`src/rtl/serial_bit_feeder.sv`:
```
// serial_bit_feeder: parallel-to-serial word feeder for the sequence detector
// Ports: clk, rst (sync, active-high); load_valid/load_data/load_ready word handshake;
// x serial bit, bit_valid (data or parity bit on x), frame_last (final bit of frame).
// Option: define SER_PARITY_EN to append an even-parity bit to every frame.
module serial_bit_feeder #(
  parameter int WIDTH = 8,
  parameter logic IDLE_LEVEL = 1'b0,
  parameter bit MSB_FIRST = 1'b1
) (
  input  logic             clk,
  input  logic             rst,
  input  logic             load_valid,
  input  logic [WIDTH-1:0] load_data,
  output logic             load_ready,
  output logic             x,
  output logic             bit_valid,
  output logic             frame_last
);
  localparam int CW = $clog2(WIDTH + 1);
`ifdef SER_PARITY_EN
  localparam bit PAR_EN = 1'b1;
  typedef enum logic [1:0] {IDLE, SHIFT, PAR} state_t;
  logic par;
`else
  localparam bit PAR_EN = 1'b0;
  typedef enum logic {IDLE, SHIFT} state_t;
`endif
  state_t state, state_nxt;
  logic [CW-1:0] cnt;
  logic [WIDTH-1:0] sreg;
  logic last_data, accept;
  function automatic logic head(input logic [WIDTH-1:0] v);
    return MSB_FIRST ? v[WIDTH-1] : v[0];
  endfunction
  function automatic logic [WIDTH-1:0] shifted(input logic [WIDTH-1:0] v);
    return MSB_FIRST ? v << 1 : v >> 1;
  endfunction
  // cnt is the index of the data bit currently on x; sreg holds the bits still to go
  always_comb begin
    last_data = state == SHIFT && cnt == CW'(WIDTH - 1);
`ifdef SER_PARITY_EN
    load_ready = !rst && (state == IDLE || state == PAR);
    accept = load_valid && load_ready;
    state_nxt = (accept || (state == SHIFT && !last_data)) ? SHIFT : last_data ? PAR : IDLE;
`else
    load_ready = !rst && (state == IDLE || last_data);
    accept = load_valid && load_ready;
    state_nxt = (accept || (state == SHIFT && !last_data)) ? SHIFT : IDLE;
`endif
  end
  always_ff @(posedge clk) begin
    if (rst) begin
      state <= IDLE;
      cnt <= '0;
      sreg <= '0;
      x <= IDLE_LEVEL;
      bit_valid <= 1'b0;
      frame_last <= 1'b0;
`ifdef SER_PARITY_EN
      par <= 1'b0;
`endif
    end else begin
      state <= state_nxt;
      if (accept) begin
        cnt <= '0;
        sreg <= shifted(load_data);
        x <= head(load_data);
        bit_valid <= 1'b1;
        frame_last <= 1'b0;
`ifdef SER_PARITY_EN
        par <= ^load_data;
`endif
      end else if (state == SHIFT && !last_data) begin
        cnt <= cnt + CW'(1);
        sreg <= shifted(sreg);
        x <= head(sreg);
        bit_valid <= 1'b1;
        frame_last <= !PAR_EN && cnt == CW'(WIDTH - 2);
`ifdef SER_PARITY_EN
      end else if (last_data) begin
        x <= par;
        bit_valid <= 1'b1;
        frame_last <= 1'b1;
`endif
      end else begin
        x <= IDLE_LEVEL;
        bit_valid <= 1'b0;
        frame_last <= 1'b0;
      end
    end
  end
endmodule

```
`config.mk`:
```
export PLATFORM = sky130hd
export DESIGN_NAME = serial_bit_feeder
export DESIGN_NICKNAME = d
export VERILOG_FILES = /design/src/rtl/serial_bit_feeder.sv
export SDC_FILE = /design/constraint.sdc
export NUM_CORES = 1
export LEC_CHECK = 0
export ABC_AREA = 1
export CORE_MARGIN = 3
export CORE_UTILIZATION = 48
export DETAILED_ROUTE_END_ITERATION = 8
export PLACE_DENSITY = 0.84
export SETUP_SLACK_MARGIN = 0.4
export SLEW_MARGIN = 5
export SYNTH_ARGS = -nofsm -noshare
export SYNTH_HDL_FRONTEND = slang
export SYNTH_SLANG_ARGS = --single-unit
```
`constraint.sdc`:
```
create_clock -name clk -period 1.5 [get_ports clk]
set_clock_uncertainty 0.15 [all_clocks]
set_input_delay 0.225 -clock clk [delete_from_list [all_inputs] [get_ports clk]]
set_output_delay 0.225 -clock clk [all_outputs]
set_load 0.02 [all_outputs]
```
Yosys cells after proc, flatten, opt, wreduce, memory -nomap -nowiden
Cells that the tools add are included.

word-level totals
  register bits after elaboration = 15
  input port bits = 11
  output and inout port bits = 4
  word-level logic and storage cells = 29

operators by class
  add/subtract/negate cells = 1
  equality and inequality tests = 2
  mux-type cells = 7
  bitwise operators = 2
  reductions and logical operators = 11

operators by type and width
  kind                                                             number
  8-bit 2-to-1 mux                                                 2
  4-bit by 3-bit == test with 1-bit output, second input constant  2
  1-bit 2-to-1 mux                                                 5
  4-bit by 1-bit adder with 4-bit output, second input constant    1
  1-bit logical AND                                                4
  3-bit OR reduction                                               1
  1-bit zero test                                                  2
  1-bit logical OR                                                 2
  1-bit inverter                                                   2
  2-bit nonzero test                                               1
  2-bit OR reduction                                               1

Depth between registers and ports, before layout
Gate-level depths: netlist of run 1.

  depth in word-level cells = 7
  depth in mapped cells = 8
  gate-level depth less buffers = 8

Worst setup path after synthesis of run 1
No wires, ideal clock.

  kind = register to output
  start = register cnt[1]
  end = output load_ready
  arrival = 1108 ps
  required time = 1125 ps
  slack = 17 ps
  stages on the path, launching flop included = 6
  path buffers = 0
  path through = dfxtp_1 -> ha_1 -> nand3_2 -> nand2_4 -> inv_2 -> nor2_1

between the ends
  word-level cells in the longest chain between the ends = 4

ends and longest elaborated chain
  element                                   RTL line  text
  start: declaration                        29        logic [CW-1:0] cnt;
  start signal: assignment                  74        cnt <= cnt + CW'(1);
  4-bit by 3-bit == test with 1-bit output  40        last_data = state == SHIFT && cnt == CW'(WIDTH - 1);
  1-bit logical AND                         40
  1-bit logical OR                          46        load_ready = !rst && (state == IDLE || last_data);
  1-bit logical AND                         46
  end: declaration                          14        output logic load_ready,

Every way passes these cells.

Worst setup path in the final report of run 1
Same ends and word-level chain as after synthesis.

==> results of run 1 <==
power groups by stage:
| stage | logic [uW] | registers, uW | clock network (uW) |
|---|---|---|---|
| 6_report | 205 | 396 | 295 |
| 5_1_grt | 217 | 397 | 312 |
| 4_1_cts | 169 | 395 | 286 |
| 3_5_place_dp | 138 | 402 | 0 |
| 3_3_place_gp | 135 | 402 | 0 |
| 2_1_floorplan | 73.2 | 405 | 0 |
Yosys cell counts, drive strengths merged:
cell type | instances | area, um2
nor2 | 4 | 15.0
xor2 | 1 | 8.76
clkbuf | 1 | 3.75
xnor2 | 1 | 8.76
nand3 | 9 | 50.1
o211ai | 7 | 52.6
nand2 | 19 | 78.8
ha | 2 | 25.0
a21oi | 4 | 20.0
inv | 15 | 56.3
dfxtp | 14 | 280
nor3 | 1 | 5.00
buf | 4 | 32.5
nand4 | 8 | 50.1
o21ai | 3 | 15.0
worst paths after layout:
kind         cells past startpoint     from  slack [ns]          to
min reg2reg                      2  sreg[7]        0.34           x
min                              3      rst        0.31           x
max                              6   cnt[1]       -0.13  load_ready
max reg2reg                      9   cnt[1]       -0.07      cnt[3]
critical path: cells and delay by family (launching register included):
family / cells / cell delay, ns
buffers and inverters: 2 / 0.17
adders and majority gates: 1 / 0.16
and+or+nand+nor: 3 / 0.25
DFF: 1 / 0.38
metrics by stage:
stage                     TNS, ns  power, uW  hold WS, ns  cells  setup slack [ns]
after CTS                  -0.290        850        0.317    138           -0.0829
after floorplan                 0        478        0.242     93             0.215
after global routing       -0.942        925        0.321    142            -0.167
after detailed placement    -2.64        540        0.311    131            -0.285
final                      -0.329        896        0.308    142            -0.131
after global placement      -2.27        537        0.312    131            -0.270
cell families after synthesis:
kind of cell,share of synthesized area
buffers and inverters,0.132
adder cells (fa/ha/maj),0.0356
flip-flops,0.399
AND/OR/NAND/NOR,0.283
XOR/XNOR,0.0250
AO/OA/AOI/OAI,0.125
timing repair:
item	in CTS	in global routing
gates cloned	2	1
pin swaps	5	7
endpoints found under the hold margin	0	0
setup buffers	1	3
gates resized for setup	38	9
endpoints found under the setup margin	18	18
final cells by class:
| cell class | instances | area share |
|---|---|---|
| repair inverters | 1 | 0.00428 |
| multi-input cells | 59 | 0.349 |
| flip-flops and latches | 14 | 0.247 |
| clock buffers | 4 | 0.0310 |
| well taps | 15 | 0.0160 |
| repair buffers | 34 | 0.297 |
| inverters | 15 | 0.0556 |
sequential cells by signal, indices dropped and copies added (netlist names):
name / count
frame_last: 1
sreg: 7
bit_valid: 1
x: 1
cnt: 4
routing by layer:
layer | vias up | GRT usage | part of all wire
met1 | 391 | 0.270 | 0.38
met3 | 14 | 0.0366 | 0.067
met2 | 48 | 0.439 | 0.51
met5 | - | 0 | 0
li1 | 383 | - | -
met4 | 0 | 0.133 | 0.039
==> flow_summary.json, run 1 <==
{
  "synth_nets": 106,
  "cts_buffer_depth": 2,
  "startpoint_type": "register",
  "cts_tree": "built",
  "cpPeakStageDelay_ns": 0.38,
  "postCtsHoldBufs": 0,
  "dr.first_iter.drc_count": 18,
  "tightest_slew_ns": 0.308,
  "finalSetupViolCount": 6,
  "grt_max_degree": 13,
  "arrival_ns": 1.26,
  "crit_path_cell_trace": "ha_4 -> nand3_4 -> nand2_4 -> inv_6 -> nor2_4 -> buf_6",
  "synthDistinctLibCells": 20,
  "clock-sinks": 14,
  "clkTransAtPathRegs_ns": 0.10,
  "ys_ff_latch": 14,
  "postPlaceCellArea_um2": 957,
  "yosysWarnings": 0,
  "grt-ovfl-total": 0,
  "p_leak_uw": 0.000547,
  "hold_class": "input port to register",
  "nNetsFinal": 141,
  "cts_buffers": 3,
  "layout_commonest_cell": "nand2_1",
  "swShare": 0.292,
  "die_w_um": 44.2,
  "violations": "negative setup slack",
  "drive_gt1_frac": 0.378,
  "rsz0062_at_grt": "true",
  "drt_wl_total_um": 2810,
  "clkLatencyLatePin_ns": 0.30,
  "syn_area_per_cell_um2": 7.55,
  "critPathCaptureType": "output port",
  "htree_levels": 1,
  "regArea_um2": 289,
  "num_vias": 836,
  "final_util": 0.877,
  "multi_input_area_um2": 408,
  "synth-seq-area-share": 0.399,
  "relSlewSlack": 0.795,
  "synth_cells": 93,
  "irDropWorstVdd_v": 0.000748,
  "timing.fmax_mhz": 613,
  "grt_use_total": 0.244,
  "die_area_mm2": 0.00196,
  "gp_congestion": 0.787,
  "slowest_stage": "dfxtp_2",
  "root_buffer": "clkbuf_4",
  "antennaDiodeCount": 0,
  "mostFrequentLayoutCells": "nand2_1, buf_4, inv_1",
  "via_per_inst": 5.89,
  "drv_slew": 0,
  "power_frac_seq": 0.442,
  "fin_crit_ns": 1.63,
  "grt_pass1_vias": 773,
  "clock_power_share": 0.330,
  "drv_cap": 0,
  "core_mm2": 0.00133,
  "drcViolationCount": 0,
  "p_int_uw": 635,
  "min_period_over_period": 1.09,
  "io_pins": 15,
  "status": "finished, violations left",
  "wl_per_cell_um": 19.8,
  "grt_first_pass_wirelength_um": 3440,
  "crit_type": "register to output port",
  "p_per_area_mw_per_mm2": 766,
  "p_sw_uw": 262,
  "stdcell_area_mm2": 0.00117,
  "ant_nets": 0,
  "synth_area_um2": 702,
  "cp_max_fo": 2,
  "die-height_um": 44.2,
  "required_ns": 1.12,
  "dp_hpwl_um": 1240,
  "setup_ws_ns": -0.131,
  "hold_viol_final": 0,
  "initial_core_util": 0.526,
  "fillerInstances": 71,
  "port_buffers": 14,
  "grt_antenna_before_repair": 0,
  "drtPass1Iterations": 4,
  "syn2layout_area_growth_pct": 66.7,
  "num_rows": 13,
  "pwr-share-comb": 0.229
}
Power figures use the tool's default switching activity.
==> run 2: changes to the inputs <==
- SETUP_SLACK_MARGIN: 0.4 -> 0.15
==> run 2 against run 1 <==
Net effect:
- flip-flop and latch count did not move
- first-iteration DRC count rose by 33%
- the flow still finishes with violations (negative setup slack)
- global-route usage rose by 0.59 points
- non-clock buffer count fell by 2
- worst setup slack improved by 0.050 ns
- clock power fell by 5%
- cell count fell by 2.1%
- sequential share of layout area rose by 1.3 points
- largest cell class unchanged
==> flow_summary.json, run 2 (synthesis results as in run 1) <==
{
  "htree_levels": 1,
  "cts_buffer_depth": 2,
  "crit_type": "register to output port",
  "postPlaceCellArea_um2": 930,
  "r2r_slack_ns": -0.07,
  "min_to": "x",
  "cp_max_fo": 2,
  "wl_per_cell_um": 14.8,
  "r2r-end": "cnt[0]",
  "hold_viol_final": 0,
  "die_w_um": 44.2,
  "gp_congestion": 0.798,
  "stdcell_area_mm2": 0.00110,
  "status": "finished, violations left",
  "largest_reg_flops": 7,
  "drv_cap": 0,
  "antennaDiodeCount": 0,
  "die_area_mm2": 0.00196,
  "ant_nets": 0,
  "grt_first_pass_wirelength_um": 3440,
  "top_register": "sreg",
  "fillerInstances": 87,
  "drcViolationCount": 0,
  "reg_top3": "sreg: 7 flops, cnt: 4 flops",
  "drt_wl_total_um": 2060,
  "core_mm2": 0.00133,
  "slowest_stage": "dfxtp_2",
  "tightest_slew_ns": 0.307,
  "clkTransAtPathRegs_ns": 0.09,
  "grt-ovfl-total": 0,
  "dp_hpwl_um": 1170,
  "dp_cells": 130,
  "required_ns": 1.12,
  "finalSetupViolCount": 3,
  "finalSetupTns_ns": -0.150,
  "p_per_area_mw_per_mm2": 781,
  "via_per_inst": 5.53,
  "mostFrequentLayoutCells": "nand2_1, buf_4, inv_1",
  "irDropWorstVdd_v": 0.000581,
  "cts_buffers": 3,
  "syn2layout_area_growth_pct": 56.7,
  "layout_commonest_cell": "nand2_1",
  "drtPass1Iterations": 4,
  "io_pins": 15,
  "startpoint_type": "register",
  "regArea_um2": 287,
  "setup_ws_ns": -0.0805,
  "min_period_over_period": 1.05,
  "hold_class": "register to register",
  "grt_use_total": 0.250,
  "timing.fmax_mhz": 633,
  "drv_slew": 0,
  "port_buffers": 14,
  "violations": "negative setup slack",
  "grt_antenna_before_repair": 0,
  "num_rows": 13,
  "grt_pass1_vias": 741,
  "rr_worst_depth": 9,
  "arrival_ns": 1.21,
  "clkLatencyLatePin_ns": 0.29,
  "cpPeakStageDelay_ns": 0.37,
  "min-delay-start": "sreg[7]",
  "p_leak_uw": 0.000534,
  "finalNonFillerCells": 139,
  "relSlewSlack": 0.795,
  "critPathCaptureType": "output port",
  "nNetsFinal": 138,
  "fin_crit_ns": 1.58,
  "num_vias": 768,
  "worstHoldPathCells": 2,
  "multi_input_area_um2": 370,
  "hold_slack_ns": 0.351,
  "rsz0062_at_grt": "true",
  "cts_tree": "built",
  "root_buffer": "clkbuf_4",
  "clock-sinks": 14,
  "crit_path_cell_trace": "ha_4 -> nand3_4 -> nand2_4 -> inv_2 -> nor2_4 -> buf_6",
  "dr.first_iter.drc_count": 24,
  "initial_core_util": 0.526,
  "grt_max_degree": 14,
  "reg2reg_from": "cnt[0]",
  "die-height_um": 44.2,
  "total_power_uw": 859,
  "drive_gt1_frac": 0.298
}
## run 2: changes by cell type in the layout (fill, tap and decap cells not counted), sizes merged
cell,previous run,this run
clkdlybuf4s15,0,1
buf,23,19
clkbuf,5,4
clkdlybuf4s50,9,10
clkinvlp,2,0
inv,14,15
dlygate4sd2,1,2
## run 2: final cells by class
type | count | share of cell area
clock buffer | 4 | 0.0330
inverter | 15 | 0.0512
multi-input combinational | 59 | 0.337
sequential | 14 | 0.261
tap | 15 | 0.0171
timing repair buffer | 32 | 0.301
## run 2: per-stage QoR
stage | util | setup WS [ns]
4_1_cts | 0.811 | -0.0768
3_5_place_dp | 0.697 | -0.304
6_report | 0.825 | -0.0805
2_1_floorplan | - | 0.157
3_3_place_gp | 0.697 | -0.295
5_1_grt | 0.825 | -0.126
## run 2: layer usage
| metal | wire (um) | global-route usage | vias up |
|---|---|---|---|
| li1 | - | - | 374 |
| met1 | 903 | 0.290 | 368 |
| met2 | 1060 | 0.433 | 20 |
| met3 | 59 | 0.0366 | 6 |
| met4 | 39 | 0.139 | 0 |
| met5 | 0 | 0 | - |
## run 2: worst max-delay path by stage
stage | start | to | slack (ns) | cells after the start
6_report | cnt[1] | load_ready | -0.08 | 6
3_3_place_gp | rst | load_ready | -0.30 | 3
2_1_floorplan | cnt[1] | load_ready | 0.16 | 5
5_1_grt | cnt[1] | load_ready | -0.13 | 6
4_1_cts | cnt[0] | load_ready | -0.08 | 6
3_5_place_dp | rst | load_ready | -0.30 | 3
## run 2: repair_timing
action | 4_1_cts | 5_1_grt
cloned | 2 | 0
pin swaps | 2 | 8
hold buffers | 0 | 0
gates resized for setup | 24 | 7
setup endpoints to repair | 16 | 16
setup buffers | 2 | 1
## run 2: where the power goes
part	internal, uW	total [uW]	switching [uW]	leakage (uW)
logic	97.9	184	85.9	0.000397
registers	385	394	9.48	0.000115
clock network	148	281	134	0.0000210
total	630	859	229	0.000534
## run 2: worst max-delay path: cells and delay by family, from the launching register on
family / cells / cell delay [ns]
buffers and inverters: 2 / 0.17
and+or+nand+nor: 3 / 0.23
DFF: 1 / 0.37
adders and majority gates: 1 / 0.15
